## src/rtl/muldiv_if.sv

```systemverilog
// Request/response bundle between the controller and the multi-cycle multiply/divide unit.
interface muldiv_if #(
    parameter int unsigned WIDTH = 32
);
    logic             start;
    logic [2:0]       op;
    logic [WIDTH-1:0] a;
    logic [WIDTH-1:0] b;
    logic             busy;
    logic             done;
    logic             div_zero;
    logic [WIDTH-1:0] hi;
    logic [WIDTH-1:0] lo;

    modport master (
        output start, op, a, b,
        input  busy, done, div_zero, hi, lo
    );

    modport slave (
        input  start, op, a, b,
        output busy, done, div_zero, hi, lo
    );
endinterface

```

## src/rtl/muldiv_unit.sv

```systemverilog
// Multi-cycle MULT/MULTU/DIV/DIVU unit with HI/LO registers: shift-add multiply and
// restoring divide, WIDTH iterations each, followed by one sign fix-up cycle.
module muldiv_unit #(
    parameter int unsigned WIDTH = 32
) (
    input logic     clk,
    input logic     reset,
    muldiv_if.slave bus
);
    localparam int unsigned CW = $clog2(WIDTH);

    typedef enum logic [1:0] {StIdle, StMul, StDiv, StFix} state_e;

    state_e             state;
    logic [CW-1:0]      cnt;
    logic [WIDTH:0]     rem;     // upper half: accumulator (MUL) / partial remainder (DIV)
    logic [WIDTH-1:0]   quo;     // lower half: multiplier (MUL) / dividend-quotient (DIV)
    logic [WIDTH-1:0]   opd;     // multiplicand (MUL) / divisor (DIV)
    logic               qsign;
    logic               rsign;
    logic               is_div;
    logic               is_dz;

    logic               sgn;
    logic [WIDTH-1:0]   abs_a;
    logic [WIDTH-1:0]   abs_b;
    logic [WIDTH:0]     mul_sum;
    logic [WIDTH:0]     div_sh;
    logic [WIDTH:0]     div_diff;
    logic [2*WIDTH-1:0] prod;
    logic [2*WIDTH-1:0] prod_neg;

    always_comb begin
        sgn      = ~bus.op[0];
        abs_a    = (sgn && bus.a[WIDTH-1]) ? -bus.a : bus.a;
        abs_b    = (sgn && bus.b[WIDTH-1]) ? -bus.b : bus.b;
        mul_sum  = quo[0] ? ({1'b0, rem[WIDTH-1:0]} + {1'b0, opd}) : rem;
        div_sh   = {rem[WIDTH-1:0], quo[WIDTH-1]};
        div_diff = div_sh - {1'b0, opd};
        prod     = {rem[WIDTH-1:0], quo};
        prod_neg = -prod;
    end

    always_ff @(posedge clk) begin
        if (reset) begin
            state        <= StIdle;
            cnt          <= '0;
            rem          <= '0;
            quo          <= '0;
            opd          <= '0;
            qsign        <= 1'b0;
            rsign        <= 1'b0;
            is_div       <= 1'b0;
            is_dz        <= 1'b0;
            bus.busy     <= 1'b0;
            bus.done     <= 1'b0;
            bus.div_zero <= 1'b0;
            bus.hi       <= '0;
            bus.lo       <= '0;
        end else begin
            bus.done <= 1'b0;
            unique case (state)
                StIdle: begin
                    if (bus.start) begin
                        if (!bus.op[2]) begin
                            bus.busy     <= 1'b1;
                            bus.div_zero <= 1'b0;
                            cnt          <= '0;
                            rem          <= '0;
                            is_div       <= bus.op[1];
                            is_dz        <= bus.op[1] && (bus.b == '0);
                            qsign        <= sgn & (bus.a[WIDTH-1] ^ bus.b[WIDTH-1]);
                            rsign        <= sgn & bus.a[WIDTH-1];
                            if (bus.op[1]) begin
                                quo   <= abs_a;
                                opd   <= abs_b;
                                state <= StDiv;
                            end else begin
                                quo   <= abs_b;
                                opd   <= abs_a;
                                state <= StMul;
                            end
                        end else if (bus.op[1:0] == 2'b00) begin
                            bus.hi   <= bus.a;
                            bus.done <= 1'b1;
                        end else if (bus.op[1:0] == 2'b01) begin
                            bus.lo   <= bus.a;
                            bus.done <= 1'b1;
                        end
                    end
                end
                StMul: begin
                    {rem, quo} <= {mul_sum, quo} >> 1;
                    cnt        <= cnt + CW'(1);
                    if (cnt == CW'(WIDTH - 1)) state <= StFix;
                end
                StDiv: begin
                    if (!div_diff[WIDTH]) begin
                        rem <= div_diff;
                        quo <= {quo[WIDTH-2:0], 1'b1};
                    end else begin
                        rem <= div_sh;
                        quo <= {quo[WIDTH-2:0], 1'b0};
                    end
                    cnt <= cnt + CW'(1);
                    if (cnt == CW'(WIDTH - 1)) state <= StFix;
                end
                StFix: begin
                    if (!is_div) begin
                        {bus.hi, bus.lo} <= qsign ? prod_neg : prod;
                    end else if (is_dz) begin
                        // rem holds |a| here; restoring a's sign yields the original a
                        bus.lo       <= '1;
                        bus.hi       <= rsign ? -rem[WIDTH-1:0] : rem[WIDTH-1:0];
                        bus.div_zero <= 1'b1;
                    end else begin
                        bus.lo <= qsign ? -quo : quo;
                        bus.hi <= rsign ? -rem[WIDTH-1:0] : rem[WIDTH-1:0];
                    end
                    bus.busy <= 1'b0;
                    bus.done <= 1'b1;
                    state    <= StIdle;
                end
            endcase
        end
    end
endmodule

```

## src/flat_wrapper.sv

```systemverilog
// flat-port wrapper written by rule: the top's interface ports become plain ports
module muldiv_unit_flat 
#(
    parameter int unsigned WIDTH = 32
)
  (clk, reset, bus_start, bus_op, bus_a, bus_b, bus_busy, bus_done, bus_div_zero, bus_hi, bus_lo);
  muldiv_if #(.WIDTH(WIDTH)) bus_i ();
  input logic clk;
  input logic reset;
  input wire logic [$bits(bus_i.start)-1:0] bus_start;
  input wire logic [$bits(bus_i.op)-1:0] bus_op;
  input wire logic [$bits(bus_i.a)-1:0] bus_a;
  input wire logic [$bits(bus_i.b)-1:0] bus_b;
  output wire logic [$bits(bus_i.busy)-1:0] bus_busy;
  output wire logic [$bits(bus_i.done)-1:0] bus_done;
  output wire logic [$bits(bus_i.div_zero)-1:0] bus_div_zero;
  output wire logic [$bits(bus_i.hi)-1:0] bus_hi;
  output wire logic [$bits(bus_i.lo)-1:0] bus_lo;
  assign bus_i.start = bus_start;
  assign bus_i.op = bus_op;
  assign bus_i.a = bus_a;
  assign bus_i.b = bus_b;
  assign bus_busy = bus_i.busy;
  assign bus_done = bus_i.done;
  assign bus_div_zero = bus_i.div_zero;
  assign bus_hi = bus_i.hi;
  assign bus_lo = bus_i.lo;
  muldiv_unit #(.WIDTH(WIDTH)) u_core (.clk(clk), .reset(reset), .bus(bus_i));
endmodule
```

## config.mk

```make
export PLATFORM = sky130hd
export DESIGN_NAME = muldiv_unit_flat
export DESIGN_NICKNAME = d
export VERILOG_FILES = /design/src/rtl/muldiv_if.sv /design/src/rtl/muldiv_unit.sv /design/src/flat_wrapper.sv
export SDC_FILE = /design/constraint.sdc
export NUM_CORES = 1
export LEC_CHECK = 0
export ABC_AREA = 1
export BUFFER_PORTS_ARGS = -buffer_cell sky130_fd_sc_hd__buf_2
export CAP_MARGIN = 30
export CORE_AREA = 2 2 209 211
export DETAILED_ROUTE_END_ITERATION = 8
export DIE_AREA = 0 0 211 213
export PLACE_DENSITY = 0.7
export SETUP_SLACK_MARGIN = 0.5
export SYNTH_ARGS = -nofsm -noshare
export SYNTH_HDL_FRONTEND = slang
export SYNTH_SLANG_ARGS = --single-unit
```

## constraint.sdc

```tcl
create_clock -name clk -period 6.4 [get_ports clk]
set_clock_uncertainty 0.05 [all_clocks]
set_input_delay 0.32 -clock clk [delete_from_list [all_inputs] [get_ports clk]]
set_output_delay 0.32 -clock clk [all_outputs]
set_load 0.02 [all_outputs]
```

After elaboration in Yosys (flattened, before gate mapping):

Cells that the tools add are included.
Widths: inputs -> output; s select.

* logic and storage cells: 108
* input bits: 70
* register bits after elaboration: 175

* bitwise operators: 5
* reductions and logical operators: 18
* $add $sub $neg: 8
* multiplexer cells: 49
* equality and inequality tests: 14

Operator list (count)
* $mux 32: 18
* $mux 33: 4
* $neg 32->32: 4
* $pmux 32 s2: 2
* $pmux 33 s3: 1
* $pmux 32 s3: 1
* $mux 64: 1
* $neg 64->64: 1
* $add 32x32->33: 1
* $sub 33x32->33: 1
* $logic_not 32->1: 1
* $reduce_and 3->1: 5
* $mux 1: 11
* $mux 5: 2
* $ne 2x1->1 const B: 5
* $pmux 5 s2: 1
* $reduce_and 5->1: 2
* $mux 2: 4
* $ne 2x2->1 const B: 4
* $pmux 1 s2: 3
* $pmux 2 s3: 1
* $add 5x1->5 const B: 1
* $eq 5x5->1 const B: 1
* $eq 2x1->1 const B: 2
* other kinds (10): 17

Longest topological paths before layout:

* depth after elaboration: 7
* mapped depth: 22
* depth with buffers taken out: 20

Worst setup path before layout:

Ideal clock, no wire load.

* kind: register to register
* start: register u_core.quo[31]
* end: register u_core.quo[0]
* cell stages (with the launch flop): 20
* setup time: 0.132 ns
* setup slack: 3.383 ns
* path buffers: 2
* arrival time: 2.834 ns
* cells stage by stage: dfxtp_1 inv_1 ha_1 fa_1 inv_1 nand2_1 nand3_1 nand2_1 nand2_1 nand2_1 nand2_1 a21oi_1 o21bai_1 ha_1 clkbuf_1 inv_1 clkbuf_1 o22ai_1 a22oi_1 a21oi_1

* word-level cells in the longest chain between the ends: 3

Ends and longest elaborated chain
* start: declaration: RTL line muldiv_unit.sv:17 `logic [WIDTH-1:0] quo;`
* start signal: assignment: RTL line muldiv_unit.sv:75 `quo <= abs_a;`
* start signal: assignment: RTL line muldiv_unit.sv:79 `quo <= abs_b;`
* start signal: assignment: RTL line muldiv_unit.sv:93 `{rem, quo} <= {mul_sum, quo} >> 1;`
* $sub 33x32->33: RTL line muldiv_unit.sv:39 `div_diff = div_sh - {1'b0, opd};`
* $mux 1: RTL line muldiv_unit.sv:98 `if (!div_diff[WIDTH]) begin`
* $pmux 32 s3: RTL line muldiv_unit.sv:62 `unique case (state)`

Every way passes these cells.
A chain may end at the register's enable or synchronous reset.

Worst setup path in the final report:

* start: register u_core.rem[0]
* end: register u_core.rem[9]

* word-level cells in the longest chain between the ends: 3

Ends and longest elaborated chain
* start: declaration: RTL line muldiv_unit.sv:16 `logic [WIDTH:0] rem;`
* start signal: assignment: RTL line muldiv_unit.sv:93
* start signal: assignment: RTL line muldiv_unit.sv:99 `rem <= div_diff;`
* start signal: assignment: RTL line muldiv_unit.sv:102 `rem <= div_sh;`
* $sub 33x32->33 / $add 32x32->33 (equally long branches): RTL line muldiv_unit.sv:39, muldiv_unit.sv:37
* $mux 33 (on tied branches): RTL line muldiv_unit.sv:98, muldiv_unit.sv:37
* $pmux 33 s3 (*): RTL line muldiv_unit.sv:62

Mark *: on every way between the ends. The rest lies on a longest branch, timed or not.

==> summary.md <==
| Metric | Value |
|---|---|
| WP data arrival | `4.11 ns` |
| Period minus WS final | `3.76 ns` |
| Final Hold Viols | `0` |
| Initial DRC Count | `3013` |
| Data required, critical path | `6.75 ns` |
| EDFF count, synth | `0` |
| Antenna Nets Post-Route | `0` |
| Share of the yosys chip area belonging to registers | `0.188` |
| Area occupied by registers | `0.00350 mm^2` |
| Hold-fix buffers, CTS | `0` |
| DP Worst Slack | `2.77 ns` |
| Asr flop ratio synth | `0` |
| Clk pwr share | `0.148` |
| Most frequent cells in the layout | `1005 x nand2_1, 519 x inv_1, 306 x nor2_1, 264 x a21oi_1, 254 x nand3_1` |
| # clock sinks | `175` |
| Crit path max fanout | `24` |
| Final Util | `0.475` |
| Worst-case clock buffer depth | `2` |
| Final hold slack | `0.134 ns` |
| Pwr/cell area | `359 mW/mm^2` |
| Placed instance area | `0.0197 mm^2` |
| Number of port buffers | `136` |
| HPWL Detailed | `65300 um` |
| Relative slew slack | `0.347` |
| Unrepaired setup endpoints after global routing | `false` |
| Largest cells by area after synthesis | `nand2_1 20%, dfxtp_1 19%, inv_1 10%` |
| Fin area | `0.0203 mm^2` |
| Actual slew at the worst max-slew pin | `0.979 ns` |
| Via Count | `22800` |
| Area of the multi-input gates | `0.0126 mm^2` |
| Pins Over Slew Limit | `0` |
| Drt drc | `0` |
| Total Neg Setup Slack | `0 ns` |
| Layout Nets | `3570` |
| Initial antenna violation count | `1` |
| Wirelength per Cell | `20.6 um` |
| Cell variety after synth | `50` |
| Syn nets | `3517` |
| Clock-pin slew on the worst setup and hold paths | `0.09 ns` |
| GRT Residual Overflow | `0` |
| Synth top area share | `0.203` |
| Post-CTS setup buffer count | `0` |
| First-pass GRT wire length | `122000 um` |
| CP Capture Type | `register` |
| WL final | `81900 um` |
| Yosys warns | `0` |
| H-tree depth | `4` |
| Core footprint | `0.0427 mm^2` |
| Die Wd | `211 um` |
| Net Sw Frac | `0.563` |
| DIE AREA | `0.0449 mm^2` |
| Status | `complete, no violations` |
| IO Count | `137` |
| Gp weighted congestion | `1.09` |
| Leakage | `10.3 nW` |
| Internal power consumption | `0.00318 W` |
| Cells after Synth | `3370` |
| Share of cells above drive strength 1 | `0.0812` |
| Resized Gates After CTS | `0` |
| Ys flop type | `dfxtp_1` |
| Crit path launch type | `register` |
| Synthesized flop and latch total | `175` |
| Netlist Area Pre-Place | `0.0186 mm^2` |
| Sequential fraction of design power | `0.228` |
| Min-Delay Path Class | `in2reg` |
| Syn_area_per_cell | `5.52 um^2` |
| Height of the die | `213 um` |
| Largest net degree at the start of global routing | `96` |
| Root buffer cell | `clkbuf_16` |
| Std-Cell Rows | `76` |
| Starting density of the core | `0.436` |
| Fmax | `0.266 GHz` |
| Area delta synth->final | `8.99%` |
| First-pass DRT Iterations | `7` |
| Setup violators final | `0` |
| Clock Latency Late Sink | `0.48 ns` |
| Net switching power | `0.00409 W` |
| Via count of the first global-routing pass | `20500` |
| Kind of critical path | `reg2reg` |
| CTS buffer count | `17` |
| Combinational fraction of design power | `0.624` |
| Maximum VDD drop | `0.000292 V` |
| Commonest non-fill, non-tap cell in the layout | `nand2_1` |
| CTS tree | `yes` |
| Post-route setup slack | `2.64 ns` |
| Max-cap violations | `0` |
| Global Route Usage Sum | `0.360` |
| Filler cells | `4722` |
| Post-synth top area cell | `nand2_1` |
| Part of the cycle the worst path needs | `0.588` |
| Vias per cell | `5.72` |
## per-stage QoR
stage | std cells | total power (W)
2_1_floorplan | 3370 | 0.00465
3_3_place_gp | 3947 | 0.00602
3_5_place_dp | 3949 | 0.00605
4_1_cts | 3981 | 0.00712
5_1_grt | 3982 | 0.00774
6_report | 3984 | 0.00727
## Yosys cell counts, types with 2 or more instances
cell	instances
nand2_1	1006
nor3_2	4
dfxtp_1	175
nor3_1	38
nor4_1	4
a31oi_1	24
buf_1	10
buf_6	2
xnor2_1	4
nand2_2	8
o221ai_1	6
o21ai_0	227
and3_1	5
nor2_2	18
a22oi_1	39
fa_1	2
a211oi_1	5
or2_2	4
nand3b_1	8
nand4_1	47
o21ai_4	2
o21bai_1	6
nand3_4	4
nor2_4	7
clkbuf_1	80
a21oi_1	264
a21oi_2	3
nor2_1	309
nand2_4	3
and2_1	9
ha_1	75
buf_2	32
a21oi_4	2
xor2_1	46
inv_2	13
o21ai_1	17
clkinv_1	2
inv_1	520
nand3_2	10
nand3_1	254
o211ai_1	33
o22ai_1	35
## logic make-up (layout without fill, tap and decap cells)
| logic type | Yosys count | after routing | synth area share |
|---|---|---|---|
| AOI/OAI and AO/OA | 667 | 667 | 0.200 |
| xor gates and xnor gates | 50 | 50 | 0.0235 |
| adders and majority gates | 77 | 77 | 0.0526 |
| buffers and inverters | 660 | 726 | 0.136 |
| DFF | 175 | 175 | 0.188 |
| other | 0 | 2 | 0 |
| and+or+nand+nor | 1741 | 1741 | 0.400 |
## power groups by stage
stage	combinational, W	clock (W)	sequential (W)
floorplan	0.00285	0	0.00180
global placement	0.00435	0	0.00167
global route	0.00494	0.00112	0.00168
detailed placement	0.00439	0	0.00166
CTS	0.00440	0.00107	0.00164
finish	0.00454	0.00108	0.00166
## worst max-delay path, stage by stage, from the launching register on
cell and delay [ns]:
dfxtp_1 0.47, inv_1 0.20, fa_1 0.54, inv_1 0.15
nand2_1 0.07, nand3_1 0.11, nand2_1 0.07, nand2_1 0.18
nand2_1 0.10, nand2_1 0.09, a21oi_1 0.06, o21bai_1 0.13
ha_1 0.25, inv_1 0.34, buf_4 0.38, a21oi_1 0.06
o21ai_0 0.08, nand2_1 0.07, nand2_1 0.06, nand2_1 0.05
a21oi_1 0.16
## registers in the layout, summed over array words and instances (netlist names)
register	count
u_core.qsign	1
u_core.bus.div_zero	1
u_core.rsign	1
u_core.opd	32
u_core.is_div	1
u_core.bus.hi	32
u_core.quo	32
u_core.bus.done	1
u_core.rem	33
u_core.bus.lo	32
u_core.bus.busy	1
u_core.is_dz	1
u_core.state	2
u_core.cnt	5
## layout make-up
cell class | instances | area share
Timing Repair Buffer | 159 | 0.0451
Multi-Input combinational cell | 2535 | 0.621
Inverter | 535 | 0.0991
Sequential cell | 175 | 0.173
Antenna cell | 2 | 0.000247
Clock buffer | 18 | 0.0212
Tap cell | 546 | 0.0337
Clock inverter | 14 | 0.00710
## layer usage
| metal | share of wire | up-vias | global-route usage |
|---|---|---|---|
| li1 | - | 11000 | - |
| met2 | 0.42 | 1315 | 0.539 |
| met3 | 0.11 | 260 | 0.0810 |
| met4 | 0.075 | 2 | 0.239 |
| met1 | 0.40 | 10200 | 0.461 |
| met5 | 0.0015 | - | 0.0200 |
## path summary, 6_finish.rpt
kind,start,to,slack [ns],depth (start not counted)
setup / recovery,u_core.rem[0],u_core.rem[9],2.64,20
hold / removal,bus_a[0],u_core.opd[0],0.13,3
setup reg to reg,u_core.rem[0],u_core.rem[9],2.64,20
hold reg to reg,u_core.rem[32],u_core.rem[32],0.42,2
Note: power is estimated with default switching activity, not from simulation.
